**config.mk**
```make
export PLATFORM = sky130hd
export DESIGN_NAME = dcache_port_arbiter_flat
export DESIGN_NICKNAME = d
export VERILOG_FILES = /design/src/rtl/dcache_port_arbiter_if.sv /design/src/rtl/dcache_port_arbiter.sv /design/src/flat_wrapper.sv
export SDC_FILE = /design/constraint.sdc
export NUM_CORES = 1
export LEC_CHECK = 0
export BUFFER_PORTS_ARGS = -buffer_cell sky130_fd_sc_hd__buf_2
export CORE_AREA = 2 2 125 127
export CTS_BUF_LIST = sky130_fd_sc_hd__clkbuf_4
export CTS_CLUSTER_DIAMETER = 150
export CTS_CLUSTER_SIZE = 12
export DETAILED_ROUTE_END_ITERATION = 12
export DIE_AREA = 0 0 127 129
export GPL_TIMING_DRIVEN = 0
export SLEW_MARGIN = 20
export SYNTH_ARGS = -nofsm -noshare
export SYNTH_HDL_FRONTEND = slang
export SYNTH_SLANG_ARGS = --single-unit
```
**constraint.sdc**
```tcl
create_clock -name aclk -period 1.75 [get_ports aclk]
set_input_delay 0.175 -clock aclk [delete_from_list [all_inputs] [get_ports aclk]]
set_output_delay 0.175 -clock aclk [all_outputs]
set_load 0.005 [all_outputs]
```
**src/rtl/dcache_port_arbiter_if.sv**
```systemverilog
// Lane-side and dcache-side handshake bundle for dcache_port_arbiter.
// slave = arbiter view, master = pipeline/dcache environment view.
interface dcache_port_arbiter_if #(
    parameter int ADDR_W = 32,
    parameter int DATA_W = 32
);
    logic              l0_valid, l1_valid;
    logic              l0_op, l1_op;
    logic [ADDR_W-1:0] l0_addr, l1_addr;
    logic              l0_uncached, l1_uncached;
    logic [3:0]        l0_awstrb, l1_awstrb;
    logic [DATA_W-1:0] l0_wdata, l1_wdata;
    logic              l0_cancel, l1_cancel;
    logic              l0_ready, l1_ready;
    logic              l0_rvalid, l1_rvalid;
    logic [DATA_W-1:0] l0_rdata, l1_rdata;

    logic              dc_valid, dc_ready;
    logic              dc_op, dc_uncached;
    logic [ADDR_W-1:0] dc_addr;
    logic [3:0]        dc_awstrb;
    logic [DATA_W-1:0] dc_wdata;
    logic              dc_rvalid;
    logic [DATA_W-1:0] dc_rdata;

    modport slave (
        input  l0_valid, l0_op, l0_addr, l0_uncached, l0_awstrb, l0_wdata, l0_cancel,
        input  l1_valid, l1_op, l1_addr, l1_uncached, l1_awstrb, l1_wdata, l1_cancel,
        output l0_ready, l0_rvalid, l0_rdata, l1_ready, l1_rvalid, l1_rdata,
        output dc_valid, dc_op, dc_addr, dc_uncached, dc_awstrb, dc_wdata,
        input  dc_ready, dc_rvalid, dc_rdata
    );

    modport master (
        output l0_valid, l0_op, l0_addr, l0_uncached, l0_awstrb, l0_wdata, l0_cancel,
        output l1_valid, l1_op, l1_addr, l1_uncached, l1_awstrb, l1_wdata, l1_cancel,
        input  l0_ready, l0_rvalid, l0_rdata, l1_ready, l1_rvalid, l1_rdata,
        input  dc_valid, dc_op, dc_addr, dc_uncached, dc_awstrb, dc_wdata,
        output dc_ready, dc_rvalid, dc_rdata
    );
endinterface

```
**src/rtl/dcache_port_arbiter.sv**
```systemverilog
// Shares the dcache port between two EXM lanes, lane 0 fixed priority; optional perf counters via DCACHE_ARB_PERF_EN.
// Latency: grant/ready combinational, same cycle; load response forwarded combinationally to the owning lane.
// Backpressure: grant locked while dc_ready is low; new requests stall while one load is outstanding.
module dcache_port_arbiter #(
    parameter int ADDR_W = 32,
    parameter int DATA_W = 32
`ifdef DCACHE_ARB_PERF_EN
    ,
    parameter int CNT_W  = 32
`endif
) (
    input  logic aclk,
    input  logic aresetn,
    dcache_port_arbiter_if.slave bus
`ifdef DCACHE_ARB_PERF_EN
    ,
    output logic [CNT_W-1:0] perf_l0_accepts,
    output logic [CNT_W-1:0] perf_l1_accepts,
    output logic [CNT_W-1:0] perf_stall_cycles
`endif
);
    typedef enum logic {IDLE, WAIT_RESP} state_t;

    state_t state;
    logic   lock, lock_lane, owner, drop;

    logic [1:0]        req, cancel;
    logic              sel, grant, accept, sel_op, hit_now, owner_cancel, resp_ok;
    logic [ADDR_W-1:0] sel_addr;
    logic [DATA_W-1:0] sel_wdata;
    logic              l0_rv, l1_rv;

    always_comb begin
        cancel       = {bus.l1_cancel, bus.l0_cancel};
        req          = {bus.l1_valid & ~bus.l1_cancel, bus.l0_valid & ~bus.l0_cancel};
        sel          = lock ? lock_lane : ~req[0];
        grant        = aresetn & (state == IDLE) & req[sel];
        accept       = grant & bus.dc_ready;
        sel_op       = sel ? bus.l1_op : bus.l0_op;
        sel_addr     = sel ? bus.l1_addr : bus.l0_addr;
        sel_wdata    = sel ? bus.l1_wdata : bus.l0_wdata;
        hit_now      = accept & ~sel_op & bus.dc_rvalid;
        owner_cancel = cancel[owner];
        // Cancel seen in the response cycle itself also swallows the data.
        resp_ok      = aresetn & (state == WAIT_RESP) & bus.dc_rvalid & ~drop & ~owner_cancel;
        l0_rv        = (hit_now & ~sel) | (resp_ok & ~owner);
        l1_rv        = (hit_now & sel) | (resp_ok & owner);
    end

    assign bus.dc_valid    = grant;
    assign bus.dc_op       = grant & sel_op;
    assign bus.dc_addr     = grant ? sel_addr : '0;
    assign bus.dc_uncached = grant & (sel ? bus.l1_uncached : bus.l0_uncached);
    assign bus.dc_awstrb   = grant ? (sel ? bus.l1_awstrb : bus.l0_awstrb) : 4'h0;
    assign bus.dc_wdata    = grant ? sel_wdata : '0;
    assign bus.l0_ready    = accept & ~sel;
    assign bus.l1_ready    = accept & sel;
    assign bus.l0_rvalid   = l0_rv;
    assign bus.l1_rvalid   = l1_rv;
    assign bus.l0_rdata    = l0_rv ? bus.dc_rdata : '0;
    assign bus.l1_rdata    = l1_rv ? bus.dc_rdata : '0;

    always_ff @(posedge aclk) begin
        if (!aresetn) begin
            state     <= IDLE;
            lock      <= 1'b0;
            lock_lane <= 1'b0;
            owner     <= 1'b0;
            drop      <= 1'b0;
        end else begin
            case (state)
                IDLE: begin
                    // Lock also falls away when the locked lane stops requesting.
                    lock <= grant & ~bus.dc_ready;
                    if (grant) lock_lane <= sel;
                    if (accept && !sel_op && !bus.dc_rvalid) begin
                        owner <= sel;
                        drop  <= 1'b0;
                        state <= WAIT_RESP;
                    end
                end
                WAIT_RESP: begin
                    if (bus.dc_rvalid) begin
                        state <= IDLE;
                        drop  <= 1'b0;
                    end else if (owner_cancel) begin
                        drop  <= 1'b1;
                    end
                end
                default: state <= IDLE;
            endcase
        end
    end

`ifdef DCACHE_ARB_PERF_EN
    always_ff @(posedge aclk) begin
        if (!aresetn) begin
            perf_l0_accepts   <= '0;
            perf_l1_accepts   <= '0;
            perf_stall_cycles <= '0;
        end else begin
            if (accept && !sel) perf_l0_accepts <= perf_l0_accepts + 1'b1;
            if (accept && sel)  perf_l1_accepts <= perf_l1_accepts + 1'b1;
            if ((req[0] && req[1]) || (state == WAIT_RESP && req != 2'b00))
                perf_stall_cycles <= perf_stall_cycles + 1'b1;
        end
    end
`endif

    a_no_stray_resp: assert property (@(posedge aclk) disable iff (!aresetn)
        (state == IDLE && bus.dc_rvalid) |-> (accept && !sel_op));
endmodule
```
**src/flat_wrapper.sv**
```systemverilog
// flat-port wrapper written by rule: the top's interface ports become plain ports
module dcache_port_arbiter_flat 
#(
    parameter int ADDR_W = 32,
    parameter int DATA_W = 32

)
  (aclk, aresetn, bus_l0_valid, bus_l0_op, bus_l0_addr, bus_l0_uncached, bus_l0_awstrb, bus_l0_wdata, bus_l0_cancel, bus_l1_valid, bus_l1_op, bus_l1_addr, bus_l1_uncached, bus_l1_awstrb, bus_l1_wdata, bus_l1_cancel, bus_l0_ready, bus_l0_rvalid, bus_l0_rdata, bus_l1_ready, bus_l1_rvalid, bus_l1_rdata, bus_dc_valid, bus_dc_op, bus_dc_addr, bus_dc_uncached, bus_dc_awstrb, bus_dc_wdata, bus_dc_ready, bus_dc_rvalid, bus_dc_rdata);
  dcache_port_arbiter_if #(.ADDR_W(ADDR_W), .DATA_W(DATA_W)) bus_i ();
  input  logic aclk;
  input  logic aresetn;
  input wire logic [$bits(bus_i.l0_valid)-1:0] bus_l0_valid;
  input wire logic [$bits(bus_i.l0_op)-1:0] bus_l0_op;
  input wire logic [$bits(bus_i.l0_addr)-1:0] bus_l0_addr;
  input wire logic [$bits(bus_i.l0_uncached)-1:0] bus_l0_uncached;
  input wire logic [$bits(bus_i.l0_awstrb)-1:0] bus_l0_awstrb;
  input wire logic [$bits(bus_i.l0_wdata)-1:0] bus_l0_wdata;
  input wire logic [$bits(bus_i.l0_cancel)-1:0] bus_l0_cancel;
  input wire logic [$bits(bus_i.l1_valid)-1:0] bus_l1_valid;
  input wire logic [$bits(bus_i.l1_op)-1:0] bus_l1_op;
  input wire logic [$bits(bus_i.l1_addr)-1:0] bus_l1_addr;
  input wire logic [$bits(bus_i.l1_uncached)-1:0] bus_l1_uncached;
  input wire logic [$bits(bus_i.l1_awstrb)-1:0] bus_l1_awstrb;
  input wire logic [$bits(bus_i.l1_wdata)-1:0] bus_l1_wdata;
  input wire logic [$bits(bus_i.l1_cancel)-1:0] bus_l1_cancel;
  output wire logic [$bits(bus_i.l0_ready)-1:0] bus_l0_ready;
  output wire logic [$bits(bus_i.l0_rvalid)-1:0] bus_l0_rvalid;
  output wire logic [$bits(bus_i.l0_rdata)-1:0] bus_l0_rdata;
  output wire logic [$bits(bus_i.l1_ready)-1:0] bus_l1_ready;
  output wire logic [$bits(bus_i.l1_rvalid)-1:0] bus_l1_rvalid;
  output wire logic [$bits(bus_i.l1_rdata)-1:0] bus_l1_rdata;
  output wire logic [$bits(bus_i.dc_valid)-1:0] bus_dc_valid;
  output wire logic [$bits(bus_i.dc_op)-1:0] bus_dc_op;
  output wire logic [$bits(bus_i.dc_addr)-1:0] bus_dc_addr;
  output wire logic [$bits(bus_i.dc_uncached)-1:0] bus_dc_uncached;
  output wire logic [$bits(bus_i.dc_awstrb)-1:0] bus_dc_awstrb;
  output wire logic [$bits(bus_i.dc_wdata)-1:0] bus_dc_wdata;
  input wire logic [$bits(bus_i.dc_ready)-1:0] bus_dc_ready;
  input wire logic [$bits(bus_i.dc_rvalid)-1:0] bus_dc_rvalid;
  input wire logic [$bits(bus_i.dc_rdata)-1:0] bus_dc_rdata;
  assign bus_i.l0_valid = bus_l0_valid;
  assign bus_i.l0_op = bus_l0_op;
  assign bus_i.l0_addr = bus_l0_addr;
  assign bus_i.l0_uncached = bus_l0_uncached;
  assign bus_i.l0_awstrb = bus_l0_awstrb;
  assign bus_i.l0_wdata = bus_l0_wdata;
  assign bus_i.l0_cancel = bus_l0_cancel;
  assign bus_i.l1_valid = bus_l1_valid;
  assign bus_i.l1_op = bus_l1_op;
  assign bus_i.l1_addr = bus_l1_addr;
  assign bus_i.l1_uncached = bus_l1_uncached;
  assign bus_i.l1_awstrb = bus_l1_awstrb;
  assign bus_i.l1_wdata = bus_l1_wdata;
  assign bus_i.l1_cancel = bus_l1_cancel;
  assign bus_l0_ready = bus_i.l0_ready;
  assign bus_l0_rvalid = bus_i.l0_rvalid;
  assign bus_l0_rdata = bus_i.l0_rdata;
  assign bus_l1_ready = bus_i.l1_ready;
  assign bus_l1_rvalid = bus_i.l1_rvalid;
  assign bus_l1_rdata = bus_i.l1_rdata;
  assign bus_dc_valid = bus_i.dc_valid;
  assign bus_dc_op = bus_i.dc_op;
  assign bus_dc_addr = bus_i.dc_addr;
  assign bus_dc_uncached = bus_i.dc_uncached;
  assign bus_dc_awstrb = bus_i.dc_awstrb;
  assign bus_dc_wdata = bus_i.dc_wdata;
  assign bus_i.dc_ready = bus_dc_ready;
  assign bus_i.dc_rvalid = bus_dc_rvalid;
  assign bus_i.dc_rdata = bus_dc_rdata;
  dcache_port_arbiter #(.ADDR_W(ADDR_W), .DATA_W(DATA_W)) u_core (.aclk(aclk), .aresetn(aresetn), .bus(bus_i));
endmodule
```
=== Word-level counts from Yosys, hierarchy flattened ===
Cells that the tools add are included.

* Bits in registers: 5
* Input bits: 180
* Output and inout bits: 139
* Word-level logic and storage cells: 70

* Magnitude comparators: 2
* Equal/unequal tests: 2
* Muxes and demuxes: 22
* Bitwise operators: 32
* Reductions and logical operators: 7

{| class="wikitable"
|+ Operator list
! kind !! count
|-
| 32-bit 2-to-1 mux || 6
|-
| 1-bit AND || 20
|-
| 1-bit 2-to-1 mux || 12
|-
| 1-bit NOT || 10
|-
| 4-bit 2-to-1 mux || 2
|-
| 2-bit AND reduction || 3
|-
| 1-bit by 2-bit less-than comparator with 1-bit output, second input constant || 2
|-
| 1-bit case mux with 2 select lines || 2
|-
| 3-bit != test, second input constant || 1
|-
| 1-bit logical AND || 2
|-
| 1-bit zero test || 2
|-
| 2-bit != test, second input constant || 1
|-
| 1-bit OR || 2
|}

=== Depth between registers and ports, before layout ===
* Depth in word-level cells: 13
* Mapped depth: 6
* Gate-level depth less buffers: 3

=== Worst setup path after synthesis ===
Ideal clock, no wire load.

* Path type: reg2out
* From: reg u_core.state
* To: out bus_l0_rdata[10]
* Data arrival time: 1.345 ns
* Data required time: 1.575 ns
* Slack: 0.230 ns
* Stages on the path, launching flop included: 6
* Cell sequence: dfxtp_1 buf_4 nand2_2 or4b_4 buf_6 a21boi_2

* Longest elaborated chain between the ends: 9
* Elaborated cells on any way between the ends: 14
* Classes of those cells: mux (1); bitwise (13)

{| class="wikitable"
|+ Ends and longest elaborated chain
! what !! line !! text
|-
| from (decl) || dcache_port_arbiter.sv:24 || <nowiki>state_t state;</nowiki>
|-
| from (signal assigned) || dcache_port_arbiter.sv:65 || <nowiki>state <= IDLE;</nowiki>
|-
| from (signal assigned) || dcache_port_arbiter.sv:79 || <nowiki>state <= WAIT_RESP;</nowiki>
|-
| from (signal assigned) || dcache_port_arbiter.sv:84 || <nowiki>state <= IDLE;</nowiki>
|-
| 1-bit NOT || dcache_port_arbiter.sv:37 || <nowiki>grant = aresetn & (state == IDLE) & req[sel];</nowiki>
|-
| 1-bit AND (2 in a row) || dcache_port_arbiter.sv:37 ||
|-
| 1-bit AND || dcache_port_arbiter.sv:38 || <nowiki>accept = grant & bus.dc_ready;</nowiki>
|-
| 1-bit AND (2 in a row) || dcache_port_arbiter.sv:42 || <nowiki>hit_now = accept & ~sel_op & bus.dc_rvalid;</nowiki>
|-
| 1-bit AND || dcache_port_arbiter.sv:46 || <nowiki>l0_rv = (hit_now & ~sel) | (resp_ok & ~owner);</nowiki>
|-
| 1-bit OR * || dcache_port_arbiter.sv:46 ||
|-
| 32-bit 2-to-1 mux * || dcache_port_arbiter.sv:60 || <nowiki>assign bus.l0_rdata = l0_rv ? bus.dc_rdata : '0;</nowiki>
|-
| to (decl) || flat_wrapper.sv:28 || <nowiki>output wire logic [$bits(bus_i.l0_rdata)-1:0] bus_l0_rdata;</nowiki>
|}

Mark *: on every way between the ends. The rest lies on a longest branch, timed or not.

=== Final worst setup path ===
* From: reg u_core.lock
* To: out bus_dc_addr[13]

* Longest elaborated chain between the ends: 5
* Elaborated cells on any way between the ends: 6
* Classes of those cells: mux (5); bitwise (1)

{| class="wikitable"
|+ Ends and longest elaborated chain
! what !! line !! text
|-
| from (decl) || dcache_port_arbiter.sv:25 || <nowiki>logic lock, lock_lane, owner, drop;</nowiki>
|-
| from (signal assigned) || dcache_port_arbiter.sv:74 || <nowiki>lock <= grant & ~bus.dc_ready;</nowiki>
|-
| 1-bit 2-to-1 mux * || dcache_port_arbiter.sv:36 || <nowiki>sel = lock ? lock_lane : ~req[0];</nowiki>
|-
| 1-bit 2-to-1 mux (implied by the code) (2 in a row) || dcache_port_arbiter.sv:37 ||
|-
| 1-bit AND || dcache_port_arbiter.sv:37 ||
|-
| 32-bit 2-to-1 mux * || dcache_port_arbiter.sv:52 || <nowiki>assign bus.dc_addr = grant ? sel_addr : '0;</nowiki>
|-
| to (decl) || flat_wrapper.sv:34 || <nowiki>output wire logic [$bits(bus_i.dc_addr)-1:0] bus_dc_addr;</nowiki>
|}

Mark *: on every way between the ends. The rest lies on a longest branch, timed or not. The select of a mux whose other input is x is not followed.

==> impl_metrics.json <==
{
  "synth_top_family_by_area": "compound AO/OA/AOI/OAI gates",
  "coreArea_um2": 15000,
  "design_area_um2": 6540,
  "die_x_um": 127,
  "critPathLaunchType": "flop",
  "maxCapViolations": 0,
  "synth-simple-area-share": 0.219,
  "worstMarginPinSlew_ns": 0.506,
  "synth.area.mux_share": 0.00371,
  "peakVddDrop_uv": 119,
  "p_per_area_nw_per_um2": 236,
  "hold_ws_ns": 0.232,
  "die_h_um": 129,
  "fill_cells": 1493,
  "syn_to_final_growth_pct": 142,
  "synth_top_area_cell": "a21boi_2",
  "hold_viol_final": 0,
  "slew_headroom": 0.662,
  "fin_crit_sh": 1.17,
  "wl_um": 17500,
  "maxSlewViolCount": 0,
  "synthFlopType": "dfxtp_1",
  "grt_pass1_vias": 4342,
  "startpoint": "u_core.lock$_SDFFE_PN0N_",
  "yosys.area_share.xor_xnor": 0,
  "synth_compound_area_frac": 0.615,
  "cp_slowest_cell": "dfxtp_4",
  "syn_area_um2": 2700,
  "portBuffers": 318,
  "path_class": "reg2out",
  "synth_cells": 391,
  "r2r_start": "u_core.lock$_SDFFE_PN0N_",
  "path_depth": 7,
  "ys_warn_count": 0,
  "crit_path_max_fanout": 8,
  "drive_above_1_share": 0.827,
  "final.min_clock_period_ns": 2.04,
  "rows": 45,
  "hold_class": "in2reg",
  "cts_tree": "built",
  "antenna_found_initial": 0,
  "htreeDepth": 1,
  "ys_async_sr_fraction": 0,
  "drc": 0,
  "outcome": "complete, but fails checks",
  "place_area_um2": 4530,
  "endpoint_kind": "output pin",
  "clock_sinks": 5,
  "grt_pass1_wl_um": 23700,
  "cts-root-buf": "clkbuf_4",
  "syn_nets": 571,
  "worstPathCellList": "nor3b_4 > buf_12 > buf_8 > buf_8 > o21ai_0 > a211oi_1 > buf_2",
  "track_usage": 0.178,
  "violations": "negative setup slack",
  "cts_hold_buf": 0,
  "crit_top_cell": "buf_8",
  "grt_remaining_overflow": 0,
  "globalplace.congestion": 0.798,
  "grt_max_degree": 11,
  "slowest_delay_ns": 0.38,
  "cp.arrival_ns": 1.86,
  "hpwlAfterDp_um": 11900,
  "r2r_slack_ns": -0.03,
  "initial_core_util": 0.180,
  "fmax_ghz": 0.490,
  "ys_seq_area_frac": 0.0371,
  "avgSynthCellArea_um2": 6.91,
  "place_ws_ns": -0.554,
  "drt_iter0_markers": 133,
  "nNetsFinal": 938,
  "viasPerCell": 5.10,
  "synth-seq-cells": 5,
  "synth_fa_ha_area_frac": 0,
  "setup_viol": 138,
  "clk_path_buf_depth": 2,
  "p_leak_nw": 3.18,
  "ys_top_cells_by_count": "nand3_1 (75), a211oi_1 (71), o21ai_0 (60)",
  "path_buf_inv": 4,
  "crit_end": "bus_dc_addr[13]",
  "synth_edf_count": 0,
  "skew_ns": 0.00509,
  "vias": 4828,
  "wl_per_cell_um": 18.5,
  "yosysMostFrequentCell": "nand3_1",
  "synth.distinct_cells": 36,
  "synth_top_area_frac": 0.242,
  "post-route-worst-setup-slack_ns": -0.289,
  "ios": 319,
  "drtPass1Iterations": 4,
  "cp_top_family": "buffers and inverters",
  "postRouteAntennaNets": 0,
  "rsz0062_at_grt": "yes",
  "cts_buffers": 3,
  "r2r-end": "u_core.owner$_SDFFE_PN0P_",
  "critPathRequiredTime_ns": 1.57,
  "clkSlewWorstSetupHoldPaths_ns": 0.05,
  "total_power_w": 0.00154,
  "dieArea_um2": 16400,
  "clk_latency_ns": 0.25,
  "whs_path_depth": 2,
  "r2r_cells": 7,
  "netlist_top_cells_area": "a21boi_2 (24%), a211oi_1 (20%), nand3_1 (14%), o21ai_0 (11%), dfxtp_1 (3.7%)"
}
-- cells by family (layout without fill, tap and decap cells) --
group,count (synthesis),in the layout
AOI/OAI and AO/OA,217,217
other,0,1
muxes,1,1
and+or+nand+nor,105,105
DFF,5,5
buffers and inverters,63,429
-- flip-flops by register name, indices dropped and copies added, names as in the netlist --
register / count
u_core.drop: 1
u_core.state: 1
u_core.owner: 1
u_core.lock_lane: 1
u_core.lock: 1
-- area by class of cell --
class                           count  area, µm²  share of cell area
Antenna cell                        1       2.50            0.000383
Buffer                             57        738               0.113
Clock buffer                        4       30.0             0.00459
Inverter                            2       7.51             0.00115
Multi-Input combinational cell    323       3080               0.470
Sequential cell                     5        113              0.0172
Tap cell                          188        235              0.0360
Timing Repair Buffer              366       2340               0.357
-- stage by stage --
stage | utilization | std cells | TNS (ns)
6_report | 0.437 | 946 | -26.30
5_1_grt | 0.437 | 945 | -34.25
4_1_cts | 0.377 | 926 | -24.79
3_5_place_dp | 0.302 | 897 | -20.46
3_3_place_gp | 0.302 | 897 | -22.90
2_1_floorplan | - | 391 | 0
-- worst min path at each step --
stage	startpoint	to	slack, ns
detailed placement	bus_dc_ready	u_core.lock$_SDFFE_PN0N_	0.48
floorplan	bus_dc_ready	u_core.lock$_SDFFE_PN0N_	0.28
CTS	bus_dc_ready	u_core.lock$_SDFFE_PN0N_	0.23
global route	aresetn	u_core.owner$_SDFFE_PN0P_	0.23
finish	bus_dc_ready	u_core.lock$_SDFFE_PN0N_	0.23
global placement	bus_dc_ready	u_core.lock$_SDFFE_PN0N_	0.47
-- metal layers --
metal  GRT usage  part of all wire
met1       0.213              0.38
met2       0.336              0.51
met3      0.0299             0.081
met4      0.0362             0.029
met5           0                 0
-- cell usage in the layout, fill, tap and decap left out, types with 2 or more instances in the layout --
master     netlist  final
buf_8            0     14
clkbuf_4         0     14
buf_16           0      5
nor2_1           3      3
o21ai_1         13     33
or4b_4           2      2
nor3b_1          2      2
buf_12           0     12
clkbuf_2         4      2
dfxtp_4          0      3
nand2_4          0      2
clkbuf_8         0      9
nand3_2          0     43
clkbuf_16        0     13
a21boi_4         0      4
nand3_4          0     16
o21ai_2          0     15
o21ai_0         60     23
a21boi_2        58     58
o31ai_1          2      2
nand4_1          2      2
buf_6            7     19
a211oi_1        71     25
inv_1            2      2
a21oi_1          3      3
o21ai_4          0      2
a211oi_2         0     45
nand3_1         75     16
buf_2           18    322
buf_4            6     17
nor2b_1          7      6
-- repair_timing --
| action | 4_1_cts | 5_1_grt |
|---|---|---|
| endpoints found under the setup margin | 138 | 139 |
| resized for setup | 203 | 186 |
| gates cloned | 10 | 11 |
| buffers inserted | 15 | 12 |
| pin swaps | 43 | 99 |
-- where the power goes --
group	switching [W]	internal [W]	total, W
logic	0.000602	0.000660	0.00126
registers	0.00000785	0.000116	0.000124
clock network	0.0000545	0.000102	0.000157
total	0.000665	0.000878	0.00154
No activity file was read; power rests on OpenSTA's default activity.
